**src/rtl/multicycle_shifter_if.sv**
```systemverilog
// Handshake and data bundle for the multi-cycle universal shifter.
// The master side issues operations; the slave side is the shifter itself.
interface multicycle_shifter_if #(
  parameter int N  = 8,
  parameter int AW = $clog2(N)
);
  logic          start;
  logic [2:0]    op;
  logic [AW-1:0] amt;
  logic [N-1:0]  IN;
  logic          sin;
  logic [N-1:0]  OUT;
  logic          sout;
  logic          ready;
  logic          busy;
  logic          done;

  modport master (
    output start, op, amt, IN, sin,
    input  OUT, sout, ready, busy, done
  );

  modport slave (
    input  start, op, amt, IN, sin,
    output OUT, sout, ready, busy, done
  );
endinterface

```
**src/rtl/multicycle_shifter.sv**
```systemverilog
// N-bit universal shift register: logical/arithmetic/rotate/serial shifts of a
// programmable amount, one bit position per clock, with start/busy/done handshake.
module multicycle_shifter #(
  parameter int N  = 8,
  parameter int AW = $clog2(N)
) (
  input logic                clk,
  input logic                rst,
  multicycle_shifter_if.slave bus
);

  localparam logic [2:0] OP_LOAD = 3'b000;
  localparam logic [2:0] OP_SLL  = 3'b001;
  localparam logic [2:0] OP_SRL  = 3'b010;
  localparam logic [2:0] OP_SRA  = 3'b011;
  localparam logic [2:0] OP_ROL  = 3'b100;
  localparam logic [2:0] OP_ROR  = 3'b101;
  localparam logic [2:0] OP_SIL  = 3'b110;
  localparam logic [2:0] OP_SIR  = 3'b111;

  typedef enum logic [1:0] {S_IDLE, S_RUN, S_DONE} state_t;

  state_t        state_q;
  logic [2:0]    op_q;
  logic [AW-1:0] cnt_q;
  logic [N-1:0]  out_q;
  logic          sout_q;
  logic [N:0]    step_d;

  // One 1-bit step of the given op; result packed as {bit shifted out, new value}.
  function automatic logic [N:0] shift_step(input logic [2:0]   op,
                                            input logic [N-1:0] v,
                                            input logic         s,
                                            input logic         cur_sout);
    case (op)
      OP_SLL:  return {v[N-1], v[N-2:0], 1'b0};
      OP_SRL:  return {v[0], 1'b0, v[N-1:1]};
      OP_SRA:  return {v[0], v[N-1], v[N-1:1]};
      OP_ROL:  return {v[N-1], v[N-2:0], v[N-1]};
      OP_ROR:  return {v[0], v[0], v[N-1:1]};
      OP_SIL:  return {v[N-1], v[N-2:0], s};
      OP_SIR:  return {v[0], s, v[N-1:1]};
      default: return {cur_sout, v};
    endcase
  endfunction

  always_comb begin
    step_d = shift_step(op_q, out_q, bus.sin, sout_q);
  end

  always_ff @(posedge clk) begin
    if (rst) begin
      state_q <= S_IDLE;
      op_q    <= OP_LOAD;
      cnt_q   <= '0;
      out_q   <= '0;
      sout_q  <= 1'b0;
    end else if (bus.start && state_q != S_RUN) begin
      // Accept edge: also taken from DONE so operations can run back-to-back.
      op_q  <= bus.op;
      cnt_q <= bus.amt;
      if (bus.op == OP_LOAD) begin
        out_q   <= bus.IN;
        state_q <= S_DONE;
      end else if (bus.amt == '0) begin
        state_q <= S_DONE;
      end else begin
        state_q <= S_RUN;
      end
    end else begin
      case (state_q)
        S_RUN: begin
          {sout_q, out_q} <= step_d;
          cnt_q           <= cnt_q - 1'b1;
          if (cnt_q == AW'(1)) state_q <= S_DONE;
        end
        S_DONE:  state_q <= S_IDLE;
        default: state_q <= S_IDLE;
      endcase
    end
  end

  assign bus.OUT   = out_q;
  assign bus.sout  = sout_q;
  assign bus.ready = (state_q != S_RUN);
  assign bus.busy  = (state_q == S_RUN);
  assign bus.done  = (state_q == S_DONE);

endmodule

```
**src/flat_wrapper.sv**
```systemverilog
// flat-port wrapper written by rule: the top's interface ports become plain ports
module multicycle_shifter_flat 
#(
  parameter int N  = 8,
  parameter int AW = $clog2(N)
)
  (clk, rst, bus_start, bus_op, bus_amt, bus_IN, bus_sin, bus_OUT, bus_sout, bus_ready, bus_busy, bus_done);
  multicycle_shifter_if #(.N(N), .AW(AW)) bus_i ();
  input logic clk;
  input logic rst;
  input wire logic [$bits(bus_i.start)-1:0] bus_start;
  input wire logic [$bits(bus_i.op)-1:0] bus_op;
  input wire logic [$bits(bus_i.amt)-1:0] bus_amt;
  input wire logic [$bits(bus_i.IN)-1:0] bus_IN;
  input wire logic [$bits(bus_i.sin)-1:0] bus_sin;
  output wire logic [$bits(bus_i.OUT)-1:0] bus_OUT;
  output wire logic [$bits(bus_i.sout)-1:0] bus_sout;
  output wire logic [$bits(bus_i.ready)-1:0] bus_ready;
  output wire logic [$bits(bus_i.busy)-1:0] bus_busy;
  output wire logic [$bits(bus_i.done)-1:0] bus_done;
  assign bus_i.start = bus_start;
  assign bus_i.op = bus_op;
  assign bus_i.amt = bus_amt;
  assign bus_i.IN = bus_IN;
  assign bus_i.sin = bus_sin;
  assign bus_OUT = bus_i.OUT;
  assign bus_sout = bus_i.sout;
  assign bus_ready = bus_i.ready;
  assign bus_busy = bus_i.busy;
  assign bus_done = bus_i.done;
  multicycle_shifter #(.N(N), .AW(AW)) u_core (.clk(clk), .rst(rst), .bus(bus_i));
endmodule
```
**config.mk**
```make
export PLATFORM = sky130hd
export DESIGN_NAME = multicycle_shifter_flat
export DESIGN_NICKNAME = d
export VERILOG_FILES = /design/src/rtl/multicycle_shifter_if.sv /design/src/rtl/multicycle_shifter.sv /design/src/flat_wrapper.sv
export SDC_FILE = /design/constraint.sdc
export NUM_CORES = 1
export LEC_CHECK = 0
export BUFFER_PORTS_ARGS = -buffer_cell sky130_fd_sc_hd__buf_2
export CAP_MARGIN = 20
export CORE_MARGIN = 1.5
export CORE_UTILIZATION = 42
export CTS_CLUSTER_DIAMETER = 80
export DETAILED_ROUTE_END_ITERATION = 10
export PLACE_DENSITY = 0.71
export SKIP_CTS_REPAIR_TIMING = 1
export SLEW_MARGIN = 30
export SYNTH_ARGS = -nofsm -noshare
export SYNTH_HDL_FRONTEND = slang
export SYNTH_SLANG_ARGS = --single-unit
```
**constraint.sdc**
```tcl
create_clock -name clk -period 1.5 [get_ports clk]
set_input_delay 0.3 -clock clk [delete_from_list [all_inputs] [get_ports clk]]
set_output_delay 0.3 -clock clk [all_outputs]
set_load 0.03 [all_outputs]
```
==> impl_metrics.toml <==
[grt]
global_route.usage.total_pct = 18.98
antenna_found_initial = 0
grtUsageMet2_pct = 30.13
pin_count_of_the_biggest_net_entering_global_routing = 13
first_global_vias = 887
globalRouteOverflowTotal = 0
globalRouteMet3Util_pct = 2.874
grt.busiest_layer = "met2"
first_pass_grt_wire_length_um = 3843
grt_util_met1_pct = 25.63

[logic_synthesis]
synth_sequential_area_ratio_pct = 34.09
synth_compound_area_share_pct = 24.81
synth_adder_area_share_pct = 2.506
synth_xor_xnor_area_share_pct = 0.8772
synthMuxAreaShare_pct = 11.28
flops_latches_synth = 17
synth.yosys.warnings = 0
mappedNetlistArea_sq_um = 998.5
synth.lib_cells_used.distinct = 34
syn_inst = 114
synthesized_area_divided_by_synthesized_cell_count_sq_um = 8.758
synth_top_family_by_area = "compound AO/OA/AOI/OAI gates"
syn-num-nets = 134
synth-simple-area-share_pct = 20.68

[power]
max-vdd-ir-drop_mv = 0.4489
power_switching_mw = 0.3414
powerDensity_nw_per_um2 = 842.9
p_seq_share_pct = 48.1
power_frac_clock_pct = 22.9
power.share.switching_pct = 32.05
power.total_mw = 1.065
power_report.internal_total_mw = 0.7238
cell_leakage_power_nw = 0.5778
power_frac_comb_pct = 29.0

[setup_path]
critical-path-slowest-cell = "sky130_fd_sc_hd__dfxtp_1"
reg2reg_setup_slack_ns = 0.09
largest_delay_share_family_worst_path = "flip-flops"
cp_slowest_stage_delay_ns = 0.35
r2r-start = "u_core.state_q[1]"
worst-endpoint-arrival_ns = 1.14
crit_chain = "nand2b_4, buf_6, buf_4"
setup.worst_path.class = "reg -> out"
critPathMaxFanout = 11
timing.critical_path.from_type = "register"
worst_ep_required_time_ns = 1.20
timing.critical_path.buf_inv = 2
critical_path_cell_count = 3
end_kind = "output port"
worst_r2r_endpoint = "u_core.bus.OUT[1]"
worstRegToRegCells = 5

[routing]
via_per_inst = 5.333
vias = 944
route.detailed.wl_per_inst_um = 13.05
drt_first_iter_violations = 15
routed_wl_um = 2309
drt_first_pass_iters = 4
detailed_route_drc_error_count = 0
antenna_violating_nets_post_route = 0

[timing]
timing_hold_violations_final = 0
finalCritPeriodShare_pct = 95.69
slew_violations = 0
worst_slew_pin_slew_ns = 0.3541
finalWorstPathRequiredPeriod_ns = 1.435
rsz0062_at_grt = "false"
timing.final.setup_violations = 0
peak_clock_frequency_supported_by_timing_mhz = 696.7
relSlewSlack_pct = 75.89
fin_tns_setup_ns = 0
finClkSkew_ns = 0.004792

[place]
io_buffers = 29
gp_routability_congestion = 0.7848
hpwlAfterDp_um = 1717
detailed_place.area_sq_um = 1185

[clock_tree]
cts_htree_levels = 1
worst_skew_pair.late_latency_ns = 0.29
clkSinkCount = 17
cts_buffers = 3
clock_tree.root_cell = "sky130_fd_sc_hd__clkbuf_4"
number_of_buffers_on_the_longest_clock_path = 2
clock_slew_at_reported_path_ffs_ns = 0.10
tritoncts_clock_tree = "done"

[layout]
final_instance_area_sq_um = 1264
fin_nets = 170
final_core_util_pct = 56.58
layout.cells.most_common = "sky130_fd_sc_hd__buf_2"
most-common-layout-cells = "sky130_fd_sc_hd__buf_2, sky130_fd_sc_hd__dfxtp_1, sky130_fd_sc_hd__nand2_1"
syn2layout_area_growth_pct = 26.57
antenna_cells_inserted = 0
drive_above_1_share_pct = 36.24

[run]
drv.max_cap_violation_count = 0

[min_path]
hold_path.class = "in -> reg"
sink_of_the_worst_hold_path = "u_core.op_q[0]"
whs_path_depth = 3
timing.hold.worst.start = "bus_op[0]"

[floorplanning]
std_cell_rows = 17
initial_standard_cell_utilization_of_the_core_pct = 44.71
die_height_um = 51.76
floorplan.io_pins = 30
area_of_the_die_sq_um = 2679
design.core.area_sq_um = 2233
die-width_um = 51.76

[outcome]
run_status = "complete, no violations"
## worst max path at each step
| stage | end | slack, ns | startpoint |
|---|---|---|---|
| floorplan | u_core.bus.OUT[0] | 0.11 | u_core.state_q[1] |
| global placement | u_core.bus.OUT[3] | 0.03 | u_core.op_q[2] |
| detailed placement | u_core.bus.OUT[1] | 0.003 | u_core.op_q[2] |
| CTS | bus_busy | -0.08 | u_core.state_q[1] |
| global route | bus_ready | 0.02 | u_core.state_q[1] |
| finish | bus_ready | 0.06 | u_core.state_q[1] |
## power groups by stage
stage / combinational [mW] / clock [mW] / sequential [mW]
2_1_floorplan: 0.193 / 0 / 0.524
3_3_place_gp: 0.281 / 0 / 0.518
3_5_place_dp: 0.285 / 0 / 0.519
4_1_cts: 0.286 / 0.255 / 0.509
5_1_grt: 0.339 / 0.271 / 0.517
6_report: 0.309 / 0.244 / 0.512
## sequential cells by signal (all words and copies together) (netlist names)
signal,cells
u_core.op_q,3
u_core.state_q,2
u_core.bus.OUT,8
u_core.bus.sout,1
u_core.cnt_q,3
## metrics by stage
stage               hold slack, ns  setup slack (ns)  std cells
finish                      0.2599           0.06463        177
floorplan                   0.4360            0.1065        114
detailed placement          0.4787          0.003171        170
CTS                         0.2585          -0.08436        174
global placement            0.4764           0.03227        170
global route                0.2656           0.01554        177
## synthesized netlist by cell type (all sizes together)
library cell / number / area [sq um]
nor3: 4 / 25.02
nor2: 4 / 15.01
nand4: 1 / 6.260
a21o: 1 / 7.510
a221o: 1 / 10.01
nor3b: 1 / 18.77
a2bb2oi: 1 / 8.760
clkbuf: 2 / 7.510
inv: 3 / 11.26
nand3: 9 / 45.04
dfxtp: 17 / 340.3
a211oi: 3 / 27.52
mux2i: 10 / 112.6
o211a: 1 / 10.01
and2: 1 / 6.260
buf: 6 / 38.79
o21ai: 10 / 50.05
a22o: 6 / 52.55
xor2: 1 / 8.760
o32a: 1 / 10.01
nand2b: 4 / 25.02
nand2: 12 / 45.04
a21oi: 8 / 51.30
nor2b: 2 / 12.51
a32o: 2 / 20.02
ha: 2 / 25.02
and2b: 1 / 7.510
## tightest hold or removal path, delay by kind of cell
family | cells | cell delay, ns
buffers and inverters | 1 | 0.11
AND/OR/NAND/NOR | 1 | 0.05
AO/OA/AOI/OAI | 1 | 0.05
## cell type report
class,instances,area (sq um)
fill,210,969.7
timing repair buffer,39,229.0
tap,28,35.03
multi-input combinational,86,615.6
clock buffer,4,26.28
sequential,17,344.1
inverter,3,13.76
## kinds of logic after synthesis
| family | after synthesis |
|---|---|
| multiplexers | 10 |
| XOR/XNOR | 1 |
| AO/OA/AOI/OAI | 34 |
| AND/OR/NAND/NOR | 39 |
| buffers and inverters | 11 |
| flip-flops | 17 |
| adder cells (fa/ha/maj) | 2 |
## layer usage
| metal | part of all wire [%] | wire, um | up-vias |
|---|---|---|---|
| li1 | - | - | 484 |
| met1 | 49 | 1138 | 432 |
| met2 | 45 | 1039 | 26 |
| met3 | 5.0 | 116 | 2 |
| met4 | 0.65 | 15 | 0 |
| met5 | 0 | 0 | - |
(Power assumes the default switching activity.)
